**config.mk**
```make
export PLATFORM = sky130hd
export DESIGN_NAME = uart_tx_slave_flat
export DESIGN_NICKNAME = d
export VERILOG_FILES = /design/src/rtl/uart_tx_slave_if.sv /design/src/rtl/uart_tx_slave.sv /design/src/flat_wrapper.sv
export SDC_FILE = /design/constraint.sdc
export NUM_CORES = 1
export LEC_CHECK = 0
export ABC_AREA = 1
export CORE_MARGIN = 10
export CORE_UTILIZATION = 50
export CTS_CLUSTER_SIZE = 8
export DETAILED_ROUTE_END_ITERATION = 12
export MAX_ROUTING_LAYER = met4
export PLACE_DENSITY = 0.88
export SLEW_MARGIN = 30
export SYNTH_ARGS = -nofsm -noshare
export SYNTH_HDL_FRONTEND = slang
export SYNTH_SLANG_ARGS = --single-unit
export TNS_END_PERCENT = 20
```
**constraint.sdc**
```tcl
create_clock -name clk -period 4.65 [get_ports clk]
set_input_delay 0.465 -clock clk [delete_from_list [all_inputs] [get_ports clk]]
set_output_delay 0.465 -clock clk [all_outputs]
set_load 0.005 [all_outputs]
```
**src/rtl/uart_tx_slave_if.sv**
```systemverilog
// Data-memory port as seen by a memory-mapped peripheral: a registered write
// channel and a combinational read channel.
interface uart_tx_slave_if;
    logic        mem_we_i;
    logic [31:0] mem_waddr_i;
    logic [31:0] mem_wdata_i;
    logic [31:0] mem_raddr_i;
    logic [31:0] mem_rdata_o;

    modport master (
        output mem_we_i, mem_waddr_i, mem_wdata_i, mem_raddr_i,
        input  mem_rdata_o
    );

    modport slave (
        input  mem_we_i, mem_waddr_i, mem_wdata_i, mem_raddr_i,
        output mem_rdata_o
    );
endinterface

```
**src/rtl/uart_tx_slave.sv**
```systemverilog
// Memory-mapped UART transmitter: TX FIFO feeding an 8N1 serialiser with a programmable
// baud divider. Define UART_TX_PARITY_EN to add a parity bit (even, or odd via CTRL.ODD).
module uart_tx_slave #(
    parameter logic [31:0] BASE_ADDR  = 32'h3000_0000,
    parameter int unsigned FIFO_DEPTH = 4,
    parameter logic [15:0] DIV_RESET  = 16'd433
) (
    input  logic           clk,
    input  logic           rst,
    uart_tx_slave_if.slave bus,
    output logic           tx_o,
    output logic           irq_o
);
    localparam int unsigned      PTR_W    = $clog2(FIFO_DEPTH);
    localparam int unsigned      CNT_W    = $clog2(FIFO_DEPTH + 1);
    localparam logic [CNT_W-1:0] CNT_FULL = CNT_W'(FIFO_DEPTH);

    localparam logic [3:0] OFF_CTRL   = 4'h0;
    localparam logic [3:0] OFF_STATUS = 4'h4;
    localparam logic [3:0] OFF_TXDATA = 4'h8;
    localparam logic [3:0] OFF_BAUD   = 4'hC;

    typedef enum logic [2:0] {
        IDLE,
        START,
        DATA,
        PARITY,
        STOP
    } state_e;

    // Register file
    logic        ctrl_en;
    logic        ctrl_odd;
    logic        ctrl_irq_en;
    logic [15:0] baud;
    logic        ovf;

    // FIFO
    logic [7:0]       fifo_mem [FIFO_DEPTH];
    logic [PTR_W-1:0] wr_ptr;
    logic [PTR_W-1:0] rd_ptr;
    logic [CNT_W-1:0] fifo_cnt;
    logic             fifo_full;
    logic             fifo_empty;
    logic             push_req;
    logic             push_ok;
    logic             pop;

    // Serialiser
    state_e      state;
    state_e      state_next;
    logic [15:0] bit_cnt;
    logic [15:0] cnt_next;
    logic [2:0]  bit_idx;
    logic [2:0]  idx_next;
    logic [7:0]  shreg;
    logic [7:0]  shreg_next;
    logic        tx_q;
    logic        tx_next;
    logic        irq_q;
    logic        frame_ready;
    logic        busy;

    // Write decode
    logic wr_sel;
    logic rd_sel;
    logic ctrl_we;
    logic status_we;
    logic baud_we;

    assign wr_sel    = bus.mem_we_i && (bus.mem_waddr_i[31:12] == BASE_ADDR[31:12]);
    assign rd_sel    = bus.mem_raddr_i[31:12] == BASE_ADDR[31:12];
    assign ctrl_we   = wr_sel && (bus.mem_waddr_i[3:0] == OFF_CTRL);
    assign status_we = wr_sel && (bus.mem_waddr_i[3:0] == OFF_STATUS);
    assign push_req  = wr_sel && (bus.mem_waddr_i[3:0] == OFF_TXDATA);
    assign baud_we   = wr_sel && (bus.mem_waddr_i[3:0] == OFF_BAUD);

    // NOTE: sequential state uses <= only, so every flop samples pre-edge values of its peers.
    always_ff @(posedge clk or posedge rst) begin
        if (rst) begin
            ctrl_en     <= 1'b0;
            ctrl_irq_en <= 1'b0;
            baud        <= DIV_RESET;
        end else begin
            if (ctrl_we) begin
                ctrl_en     <= bus.mem_wdata_i[0];
                ctrl_irq_en <= bus.mem_wdata_i[2];
            end
            if (baud_we) begin
                baud <= bus.mem_wdata_i[15:0];
            end
        end
    end

`ifdef UART_TX_PARITY_EN
    logic par_q;
    logic par_next;

    always_ff @(posedge clk or posedge rst) begin
        if (rst) begin
            ctrl_odd <= 1'b0;
        end else if (ctrl_we) begin
            ctrl_odd <= bus.mem_wdata_i[1];
        end
    end

    always_ff @(posedge clk or posedge rst) begin
        if (rst) begin
            par_q <= 1'b0;
        end else begin
            par_q <= par_next;
        end
    end
`else
    assign ctrl_odd = 1'b0;
`endif

    assign fifo_full  = fifo_cnt == CNT_FULL;
    assign fifo_empty = fifo_cnt == '0;
    // A full FIFO still accepts a push when the serialiser frees a slot in the same cycle.
    assign push_ok    = push_req && (!fifo_full || pop);

    // NOTE: the storage array has no reset; occupancy is tracked by the reset pointers/count.
    always_ff @(posedge clk) begin
        if (push_ok) begin
            fifo_mem[wr_ptr] <= bus.mem_wdata_i[7:0];
        end
    end

    always_ff @(posedge clk or posedge rst) begin
        if (rst) begin
            wr_ptr   <= '0;
            rd_ptr   <= '0;
            fifo_cnt <= '0;
            ovf      <= 1'b0;
        end else begin
            if (push_ok) begin
                wr_ptr <= wr_ptr + PTR_W'(1);
            end
            if (pop) begin
                rd_ptr <= rd_ptr + PTR_W'(1);
            end
            case ({push_ok, pop})
                2'b10:   fifo_cnt <= fifo_cnt + CNT_W'(1);
                2'b01:   fifo_cnt <= fifo_cnt - CNT_W'(1);
                default: ;
            endcase
            if (push_req && !push_ok) begin
                ovf <= 1'b1;
            end else if (status_we && bus.mem_wdata_i[3]) begin
                ovf <= 1'b0;
            end
        end
    end

    assign frame_ready = ctrl_en && !fifo_empty;

    always_ff @(posedge clk or posedge rst) begin
        if (rst) begin
            state   <= IDLE;
            bit_cnt <= '0;
            bit_idx <= '0;
            shreg   <= '0;
            tx_q    <= 1'b1;
        end else begin
            state   <= state_next;
            bit_cnt <= cnt_next;
            bit_idx <= idx_next;
            shreg   <= shreg_next;
            tx_q    <= tx_next;
        end
    end

    // The line level is registered from the next state so tx_o never glitches.
    // NOTE: every always_comb output gets a default first, so no path can infer a latch.
    always_comb begin
        state_next = state;
        cnt_next   = bit_cnt;
        idx_next   = bit_idx;
        shreg_next = shreg;
        tx_next    = tx_q;
        pop        = 1'b0;
`ifdef UART_TX_PARITY_EN
        par_next   = par_q;
`endif
        case (state)
            IDLE: begin
                tx_next = 1'b1;
                pop     = frame_ready;
            end
            START: begin
                if (bit_cnt == '0) begin
                    state_next = DATA;
                    cnt_next   = baud;
                    idx_next   = '0;
                    tx_next    = shreg[0];
                end else begin
                    cnt_next = bit_cnt - 16'd1;
                end
            end
            DATA: begin
                if (bit_cnt == '0) begin
                    cnt_next = baud;
                    if (bit_idx == 3'd7) begin
`ifdef UART_TX_PARITY_EN
                        state_next = PARITY;
                        tx_next    = par_q;
`else
                        state_next = STOP;
                        tx_next    = 1'b1;
`endif
                    end else begin
                        idx_next   = bit_idx + 3'd1;
                        shreg_next = {1'b0, shreg[7:1]};
                        tx_next    = shreg[1];
                    end
                end else begin
                    cnt_next = bit_cnt - 16'd1;
                end
            end
            PARITY: begin
                if (bit_cnt == '0) begin
                    state_next = STOP;
                    cnt_next   = baud;
                    tx_next    = 1'b1;
                end else begin
                    cnt_next = bit_cnt - 16'd1;
                end
            end
            STOP: begin
                if (bit_cnt == '0) begin
                    pop = frame_ready;
                    if (!frame_ready) begin
                        state_next = IDLE;
                        tx_next    = 1'b1;
                    end
                end else begin
                    cnt_next = bit_cnt - 16'd1;
                end
            end
            default: begin
                state_next = IDLE;
                tx_next    = 1'b1;
            end
        endcase

        // Frame load is shared by IDLE and the end of STOP (back-to-back frames).
        if (pop) begin
            state_next = START;
            cnt_next   = baud;
            shreg_next = fifo_mem[rd_ptr];
            tx_next    = 1'b0;
`ifdef UART_TX_PARITY_EN
            par_next   = (^fifo_mem[rd_ptr]) ^ ctrl_odd;
`endif
        end
    end

    assign busy = (state != IDLE) || !fifo_empty;

    always_ff @(posedge clk or posedge rst) begin
        if (rst) begin
            irq_q <= 1'b0;
        end else begin
            irq_q <= ctrl_irq_en && fifo_empty && (state == IDLE);
        end
    end

    assign tx_o  = tx_q;
    assign irq_o = irq_q;

    always_comb begin
        bus.mem_rdata_o = '0;
        if (rd_sel) begin
            case (bus.mem_raddr_i[3:0])
                OFF_CTRL:   bus.mem_rdata_o = {29'd0, ctrl_irq_en, ctrl_odd, ctrl_en};
                OFF_STATUS: bus.mem_rdata_o = {28'd0, ovf, fifo_empty, fifo_full, busy};
                OFF_BAUD:   bus.mem_rdata_o = {16'd0, baud};
                default:    ;
            endcase
        end
    end

    // Address and data bits this block never decodes.
    logic unused_bits;
`ifdef UART_TX_PARITY_EN
    assign unused_bits = ^{bus.mem_waddr_i[11:4], bus.mem_raddr_i[11:4], bus.mem_wdata_i[31:16]};
`else
    assign unused_bits = ^{bus.mem_waddr_i[11:4], bus.mem_raddr_i[11:4], bus.mem_wdata_i[31:16],
                           bus.mem_wdata_i[1]};
`endif
endmodule

```
**src/flat_wrapper.sv**
```systemverilog
// flat-port wrapper written by rule: the top's interface ports become plain ports
module uart_tx_slave_flat 
#(
    parameter logic [31:0] BASE_ADDR  = 32'h3000_0000,
    parameter int unsigned FIFO_DEPTH = 4,
    parameter logic [15:0] DIV_RESET  = 16'd433
)
  (clk, rst, tx_o, irq_o, bus_mem_we_i, bus_mem_waddr_i, bus_mem_wdata_i, bus_mem_raddr_i, bus_mem_rdata_o);
  uart_tx_slave_if bus_i ();
  input  logic clk;
  input  logic rst;
  output logic tx_o;
  output logic irq_o;
  input wire logic [$bits(bus_i.mem_we_i)-1:0] bus_mem_we_i;
  input wire logic [$bits(bus_i.mem_waddr_i)-1:0] bus_mem_waddr_i;
  input wire logic [$bits(bus_i.mem_wdata_i)-1:0] bus_mem_wdata_i;
  input wire logic [$bits(bus_i.mem_raddr_i)-1:0] bus_mem_raddr_i;
  output wire logic [$bits(bus_i.mem_rdata_o)-1:0] bus_mem_rdata_o;
  assign bus_i.mem_we_i = bus_mem_we_i;
  assign bus_i.mem_waddr_i = bus_mem_waddr_i;
  assign bus_i.mem_wdata_i = bus_mem_wdata_i;
  assign bus_i.mem_raddr_i = bus_mem_raddr_i;
  assign bus_mem_rdata_o = bus_i.mem_rdata_o;
  uart_tx_slave #(.BASE_ADDR(BASE_ADDR), .FIFO_DEPTH(FIFO_DEPTH), .DIV_RESET(DIV_RESET)) u_core (.clk(clk), .rst(rst), .bus(bus_i), .tx_o(tx_o), .irq_o(irq_o));
endmodule
```
# Yosys cells after proc, flatten, opt, wreduce, memory -nomap -nowiden

Memories as Yosys holds them, arrays and structs flattened.
Cells that the tools add are included.

Reductions and logical operators: 34
Add/sub/neg operators: 6
Multiplexer cells: 37
Equality and inequality tests: 27

Operator list:

| kind                  | count |
|---|---|
| $mux 16               | 3 |
| $pmux 16 s3           | 1 |
| $eq 20x18->1 const B  | 2 |
| $mux 32               | 1 |
| $mux 8                | 4 |
| $pmux 16 s2           | 1 |
| $mux 3                | 10 |
| $logic_not 16->1      | 1 |
| $sub 16x1->16 const B | 1 |
| $ne 3x1->1 const B    | 5 |
| $pmux 3 s5            | 1 |
| $eq 4x4->1 const B    | 3 |
| $mux 1                | 12 |
| $pmux 3 s2            | 2 |
| $logic_and 1x1->1     | 11 |
| $reduce_bool 2->1     | 5 |
| $eq 3x3->1 const B    | 3 |
| $eq 4x3->1 const B    | 2 |
| $logic_not 4->1       | 2 |
| $ne 2x1->1 const B    | 4 |
| $reduce_and 7->1      | 1 |
| $add 3x1->3 const B   | 2 |
| $eq 3x2->1 const B    | 2 |
| $logic_not 3->1       | 2 |
| 17 further kinds      | 23 |

Output and inout port bits: 34
Input bits: 99
Memories: 1
Word-level logic and storage cells: 118
Memory bits (writable): 32
Register bits after elaboration: 58

Memories:

| memory          | depth | bits a word | read ports | clocked after Yosys merged registers in | wr ports | RTL line            | source |
|---|---|---|---|---|---|---|---|
| u_core.fifo_mem | 4     | 8           | 1          | 0                                       | 1        | uart_tx_slave.sv:39 | `logic [7:0] fifo_mem [FIFO_DEPTH];` |

# Logic depth before layout (Yosys ltp)

Gate-level depths: netlist of the first run.

Depth in word-level cells: 10
Gate-level depth with buffers: 15
Mapped depth without buffers: 15

# Worst setup path after synthesis of the first run

No wires, ideal clock.

Path type: reg-to-reg
Start: register u_core.bit_cnt[0]
End: register u_core.fifo_cnt[2]
Required time: 4519 ps
Clock period less this slack: 2427 ps
Path buffers: 0
Library setup time: 131 ps
Arrival: 2296 ps
Stages on the path, launching flop included: 13
Path slack: 2223 ps
Cells stage by stage: dfrtp_1 > inv_1 > ha_1 > nand2_2 > nor2_1 > nand4_1 > nand2_1 > ha_1 > inv_1 > fa_1 > a21oi_1 > o21ai_0 > xor2_1

Word-level cells in the longest chain between the ends: 7
Elaborated cells between the ends (all ways): 9
Classes of those cells: eq/ne: 2; mux: 3; reduce/logical: 4

RTL lines:

| what                                                   | RTL line             | source |
|---|---|---|
| from (decl)                                            | uart_tx_slave.sv:52  | `logic [15:0] bit_cnt;` |
| from (signal assigned)                                 | uart_tx_slave.sv:167 | `bit_cnt <= cnt_next;` |
| $logic_not 16->1 *                                     | uart_tx_slave.sv:231 | `if (bit_cnt == '0) begin` |
| $mux 1 *                                               | uart_tx_slave.sv:231 |  |
| $pmux 1 s2 *                                           | uart_tx_slave.sv:186 | `case (state)` |
| net u_core.pop                                         | uart_tx_slave.sv:47  | `logic pop;` |
| $logic_or 1x1->1                                       | uart_tx_slave.sv:121 | `assign push_ok = push_req && (!fifo_full \|\| pop);` |
| $logic_and 1x1->1                                      | uart_tx_slave.sv:121 |  |
| $eq 2x1->1 / $eq 2x2->1 (equally long branches)        | uart_tx_slave.sv:143 | `case ({push_ok, pop})` |
| $pmux 3 s2 / $reduce_bool 2->1 (equally long branches) | -                    |  |
| to (signal assigned)                                   | uart_tx_slave.sv:144 | `2'b10: fifo_cnt <= fifo_cnt + CNT_W'(1);` |
| to (signal assigned)                                   | uart_tx_slave.sv:145 | `2'b01: fifo_cnt <= fifo_cnt - CNT_W'(1);` |
| to (decl)                                              | uart_tx_slave.sv:42  | `logic [CNT_W-1:0] fifo_cnt;` |

The timed path passes the listed nets; every way through them passes the cells marked *.
A chain may end at the register's enable or synchronous reset.

# Worst setup path after layout of the first run

Start: input bus_mem_raddr_i[1]
End: output bus_mem_rdata_o[0]

Word-level cells in the longest chain between the ends: 3
Elaborated cells between the ends (all ways): 5
Classes of those cells: eq/ne: 2; mux: 2; reduce/logical: 1

RTL lines:

| what                               | RTL line             | source |
|---|---|---|
| from (decl)                        | flat_wrapper.sv:17   | `input wire logic [$bits(bus_i.mem_raddr_i)-1:0] bus_mem_raddr_i;` |
| $eq 4x4->1 (tied with other cells) | uart_tx_slave.sv:275 | `case (bus.mem_raddr_i[3:0])` |
| $pmux 16 s3 *                      | uart_tx_slave.sv:275 |  |
| $mux 32 *                          | uart_tx_slave.sv:274 | `if (rd_sel) begin` |
| to (decl)                          | flat_wrapper.sv:18   | `output wire logic [$bits(bus_i.mem_rdata_o)-1:0] bus_mem_rdata_o;` |

Mark *: on every way between the ends. The rest lies on a longest branch, timed or not.

==> key figures, run 1 <==
Clocking
  • Sink Count: 90
  • Skew-Pair Late Insertion Delay: 370 ps
  • Clock Tree Root: clkbuf_8
  • Post_cts resized: 0
  • CTS Buf Count: 9
  • CTS tree: built
  • Clock Path Buffers: 2
  • H-tree depth: 3
  • CTS hold repair buffers: 0
  • Clk slew on worst S/H paths: 100 ps
  • Post-CTS Setup Repair Bufs: 0

Detailed routing
  • DRC Markers: 0
  • Routed WL: 12500 um
  • Post-DR vias/cell: 5.20
  • Routed via count: 4684
  • Wire length per cell: 13.9 um
  • 1st-pass router iterations: 6
  • Final ANT Viol Nets: 0
  • 1st-iter DRT viols: 305

Layout
  • Most frequent cells in the layout: nand2_1 (173), inv_1 (102), clkdlybuf4s50_1 (84)
  • Commonest non-fill, non-tap cell in the layout: nand2_1
  • Number of fill cells: 849
  • ANT cells: 0
  • Non-Filler Instances: 901
  • Layout cells sized above 1: 6.67%
  • Syn-to-layout area delta: 19.8%
  • Nets@finish: 868

Setup path
  • Kind of critical path: in -> out
  • Worst path max stage delay: 530 ps
  • FF-to-FF Start: u_core.bit_cnt[0]
  • Worst Setup SP: bus_mem_raddr_i[1]
  • Worst setup EP type: output port
  • Crit-path cells: clkdlybuf4s50_1, or2_2, nor2_1, nand2_1, o21ai_0, a21oi_1, nor2_1, clkdlybuf4s50_1
  • CP max FO: 15
  • Kind of start point of the critical path: input port
  • CP bufs+invs: 2
  • CP Data Required Time: 4180 ps
  • CP delay by family, top: simple AND/OR/NAND/NOR gates
  • Crit path DAT: 2650 ps
  • Critical-path top delay cell: clkdlybuf4s50_1

Logic synthesis
  • Synth Area in Simple Gates: 34.1%
  • Synth Area in Compound Gates: 4.46%
  • Largest family of logic cells by synthesized area: simple AND/OR/NAND/NOR gates
  • Post-Synth Adder-Cell Area: 2.26%
  • Flop and latch count out of synthesis: 90
  • Synth warn: 0
  • Post-Synthesis Mean Instance Area: 7.80 um^2
  • Sequential area share after synthesis: 45.6%
  • Multiplexer share of the synthesized area: 0%
  • Cell count after synthesis: 680
  • Synth Cell Area: 0.00530 mm^2
  • Number of library cell types mapped by synthesis: 39
  • Synth Area in XOR/XNOR: 1.79%

STA
  • Final hold violation count: 0
  • Slew HR: 49.5%
  • Final Max Tran Viols: 0
  • Unrepaired setup endpoints after global routing: false
  • Clk_skew: 9.05 ps
  • Period utilisation layout: 67.0%
  • Fmax: 0.321 GHz
  • Min Tclk post-route: 3120 ps
  • Worst slew pin tran: 754 ps
  • Setup TNS: 0 ps
  • Final number of setup-violating endpoints: 0

Die
  • Die W: 123 um
  • Die area: 0.0151 mm^2
  • Number of top-level pins: 133
  • Die Ht: 123 um
  • Core area: 0.0103 mm^2
  • Row cnt: 37
  • Starting Density: 51.4%

Place
  • Detailed Place HPWL: 9480 um
  • I/O Buffers: 84
  • Gpl congestion: 0.893
  • Placed Cells: 885

Power and ir drop
  • Max VDD drop: 162 uV
  • Pwr/cell area: 244 mW/mm^2
  • LEAKAGE: 2.85 nW

GRT
  • Initial antenna violation count: 0
  • Tot GR Track Use: 17.7%
  • Vias in the first global route: 4623
  • First-pass GRT wire length: 21300 um
  • Pin count of the biggest net entering global routing: 49
  • Grt total ovfl: 0

Status
  • Status: complete, no violations

Worst hold path
  • Min-Delay Path Class: in -> async

Job
  • Max_cap viols: 0
per-stage QoR:
step / setup slack (ps) / power, mW / instance area [um^2] / utilization, % / hold WS, ps
floorplan: 2220 / 0.980 / 5360 / - / 453
global placement: 1540 / 1.05 / 6170 / 59.8 / 470
detailed placement: 1540 / 1.06 / 6170 / 59.8 / 481
CTS: 1510 / 1.56 / 6350 / 61.5 / 324
global route: 1330 / 1.62 / 6350 / 61.5 / 341
finish: 1530 / 1.55 / 6350 / 61.5 / 316
report_power, final:
part,internal (mW),leakage [nW],total (mW),switching (mW)
sequential,0.861,0.897,0.882,0.0218
clock,0.208,0.0953,0.511,0.303
combinational,0.0892,1.85,0.160,0.0707
worst register-to-register path, cell delays in order (launching register included):
cell and delay (ps):
dfrtp_1 400, inv_1 100, ha_1 290, nand2_2 160
nor2_4 60, nand3_2 90, nand2_2 70, nand2_4 360
nand2_1 190, nand2_2 180, ha_1 160, inv_1 60
fa_1 380, a21oi_1 150, o21ai_0 120, xor2_1 160
path summary, 6_finish.rpt:
path | to | slack (ps) | depth (start not counted)
worst min register to register | u_core.bit_idx[1] | 500 | 2
worst max register to register | u_core.fifo_cnt[2] | 1600 | 15
worst max-delay path | bus_mem_rdata_o[0] | 1530 | 8
min in group clk | u_core.bit_idx[1] | 500 | 2
max in group asynchronous | u_core.baud[13] | 3460 | 3
worst min-delay path | u_core.bit_idx[2] | 320 | 2
cell type report:
cell class | count | area (um^2) | area share (%)
multi-input cells | 468 | 2320 | 36.5
repair buffers | 87 | 863 | 13.6
clock buffers | 10 | 128 | 2.01
clock inverters | 6 | 57.6 | 0.906
well taps | 136 | 170 | 2.68
flip-flops and latches | 90 | 2420 | 38.1
inverters | 104 | 393 | 6.18
registers in the layout, summed over array words and instances, names as in the netlist:
register / flops
u_core.irq_o: 1
u_core.bit_idx: 3
u_core.baud: 16
u_core.rd_ptr: 2
u_core.fifo_mem: 32
u_core.bit_cnt: 16
u_core.state: 3
u_core.ctrl_irq_en: 1
u_core.ctrl_en: 1
u_core.fifo_cnt: 3
u_core.shreg: 8
u_core.ovf: 1
u_core.wr_ptr: 2
u_core.tx_o: 1
Yosys cell counts (all sizes together):
cell type / n / area [um^2]
a21oi: 7 / 38.8
a22oi: 1 / 7.51
a32o: 1 / 10.0
buf: 29 / 210
clkbuf: 4 / 15.0
conb: 1 / 3.75
dfrtp: 52 / 1300
dfstp: 6 / 158
edfxtp: 32 / 961
fa: 1 / 20.0
ha: 8 / 100
inv: 104 / 393
nand2: 182 / 729
nand3: 79 / 410
nand3b: 16 / 120
nand4: 11 / 68.8
nor2: 77 / 335
nor3: 25 / 140
o21ai: 23 / 115
o21bai: 1 / 7.51
o22ai: 8 / 50.1
o31ai: 1 / 7.51
or2: 1 / 6.26
xnor2: 6 / 52.6
xor2: 4 / 42.6
routing by layer:
layer | vias up | share of wire (%) | global-route usage [%]
li1 | 2300 | - | -
met3 | 32 | 6.9 | 3.37
met4 | 0 | 2.6 | 7.13
met1 | 2179 | 41 | 21.0
met5 | - | 0 | -
met2 | 173 | 50 | 29.2
logic make-up after synthesis:
kind of cell,Yosys count
and+or+nand+nor,391
buffers and inverters,137
DFF,90
AOI/OAI and AO/OA,42
xor gates and xnor gates,10
adders and majority gates,9
other,1
Note: power is estimated with default switching activity, not from simulation.
==> inputs of run 2 (changes only) <==
- CORE_UTILIZATION: 50 -> 45
- PLACE_DENSITY: 0.88 -> 0.84
- clock period: 4.65 -> 2.8 ns (I/O delays scaled with it)
==> run 2 against run 1 <==
  * Sequential cell count stayed put
  * Via count is 0.58% higher
  * Worst hold slack better by 4.8 ps
  * Cell count is 1.9% higher
==> key figures, run 2 (synthesized netlist as in run 1, its figures left out) <==
Status
  • Status: complete, no violations

Detailed routing
  • DRC Markers: 0
  • Routed WL: 13300 um
  • 1st-pass router iterations: 4
  • Routed via count: 4711
  • Wire length per cell: 14.5 um
  • 1st-iter DRT viols: 296
  • Post-DR vias/cell: 5.13
  • Final ANT Viol Nets: 0

Die
  • Core area: 0.0115 mm^2
  • Number of top-level pins: 133
  • Die Ht: 129 um
  • Die W: 129 um
  • Starting Density: 46.3%
  • Die area: 0.0165 mm^2
  • Row cnt: 39

GRT
  • Grt total ovfl: 0
  • Gr busiest metal: met2
  • GRT met2 Usage: 27.4%
  • Pin count of the biggest net entering global routing: 34
  • Tot GR Track Use: 16.8%
  • Vias in the first global route: 4642
  • M1 GR Usage: 20.7%
  • First-pass GRT wire length: 22100 um
  • Met3 Usage GRT: 2.51%
  • Initial antenna violation count: 0

Place
  • Gpl congestion: 0.914
  • Placed Cells: 902
  • Placed inst area: 0.00626 mm^2
  • Detailed Place HPWL: 9970 um
  • I/O Buffers: 84

Layout
  • Max reg flops: 32
  • Finished Core Util: 57.1%
  • Syn-to-layout area delta: 23.4%
  • Largest Register: u_core.fifo_mem
  • Post-route cell area: 0.00654 mm^2
  • Most frequent cells in the layout: nand2_1 (173), inv_1 (102), clkdlybuf4s50_1 (84)
  • ANT cells: 0
  • Nets@finish: 878
  • Layout cells sized above 1: 7.87%
  • Non-Filler Instances: 918
  • Largest registers in the final layout: u_core.fifo_mem: 32 flops, u_core.baud: 16 flops, u_core.bit_cnt: 16 flops
  • Commonest non-fill, non-tap cell in the layout: nand2_1

Setup path
  • CP delay by family, top: adder cells
  • RR Endpoint: u_core.fifo_cnt[2]
  • Kind of critical path: reg -> reg
  • Reg2Reg Depth: 15
  • Top cell by count, worst path: nand2_2
  • Crit path DAT: 2810 ps
  • R2r setup slk: 210 ps
  • Critical-path top delay cell: dfrtp_1
  • CP max FO: 7
  • Crit-path cells: inv_1, ha_1, nand2_2, nor2_4, nand3_2, nand2_2, nand2_4, nand2_1, nand2_2, ha_1, inv_1, fa_1, a21oi_1, o21ai_0, xor2_1
  • Worst setup EP type: flip-flop
  • CP Data Required Time: 3020 ps
  • FF-to-FF Start: u_core.bit_cnt[0]
  • Kind of start point of the critical path: flip-flop
  • CP bufs+invs: 2
  • Worst path max stage delay: 390 ps

Power and ir drop
  • Internal power: 2.19 mW
  • Pwr/cell area: 441 mW/mm^2
  • LEAKAGE: 2.94 nW
  • Max VDD drop: 349 uV
  • Sw power: 695 uW
  • Tot Pwr: 2.88 mW
  • Clock Power Share: 39.7%
  • Sw Ratio: 24.1%
  • Seq pwr share: 50.9%
  • Comb power frac: 9.4%

STA
  • Fmax: 0.387 GHz
  • Worst slew pin tran: 599 ps
  • Slew HR: 60.0%
  • Setup TNS: 0 ps
  • Unrepaired setup endpoints after global routing: false
  • Min Tclk post-route: 2590 ps
  • Final number of setup-violating endpoints: 0
  • Clk_skew: 8.38 ps
  • Final hold violation count: 0
  • Period utilisation layout: 92.4%
  • Final Max Tran Viols: 0

Clocking
  • H-tree depth: 3
  • Post-CTS Setup Repair Bufs: 0
  • Sink Count: 90
  • Clk slew on worst S/H paths: 70 ps
  • Post_cts resized: 0
  • Clock Path Buffers: 2
  • CTS hold repair buffers: 0
  • Clock Tree Root: clkbuf_16
  • CTS tree: built
  • Skew-Pair Late Insertion Delay: 350 ps
  • CTS Buf Count: 9

Worst hold path
  • Min-Delay Path Class: in -> async

Job
  • Max_cap viols: 0
## run 2: changes by cell type in the layout (fill, tap and decap cells not counted), sizes merged
cell and change:
clkinv +1, inv -2, clkinvlp +2, buf +10, clkbuf -1
## run 2: final cells by class
cell class	instances	area (um^2)
clock buffers	9	225
clock inverters	7	52.6
fillers	990	4920
inverters	104	393
multi-input cells	468	2320
flip-flops and latches	90	2420
well taps	143	179
repair buffers	97	951
## run 2: per-layer routing
layer	wire, um	vias up
met5	0	-
met4	234	0
met3	766	19
met2	6510	167
met1	5760	2204
li1	-	2321
## run 2: worst max-delay path by stage
stage | from | to | slack, ps | cells after the start
floorplan | u_core.bit_cnt[0] | u_core.fifo_cnt[2] | 370 | 12
global placement | bus_mem_raddr_i[0] | bus_mem_rdata_o[9] | 220 | 7
detailed placement | bus_mem_waddr_i[28] | u_core.fifo_cnt[1] | 140 | 10
CTS | u_core.bit_cnt[0] | u_core.fifo_cnt[2] | 190 | 12
global route | u_core.bit_cnt[0] | u_core.fifo_cnt[2] | 4 | 12
finish | u_core.bit_cnt[0] | u_core.fifo_cnt[2] | 210 | 15
## run 2: power by group through the flow
stage	Clock, mW	Sequential, mW	Combinational [mW]
final	1.15	1.47	0.271
after global placement	0	1.49	0.264
after detailed placement	0	1.49	0.272
after global routing	1.22	1.47	0.305
after floorplan	0	1.49	0.142
after CTS	1.14	1.47	0.274
## run 2: stage by stage
stage | hold slack, ps | setup slack, ps
6_report | 321 | 213
5_1_grt | 370 | 4.28
4_1_cts | 336 | 194
3_5_place_dp | 480 | 136
3_3_place_gp | 469 | 222
2_1_floorplan | 379 | 373
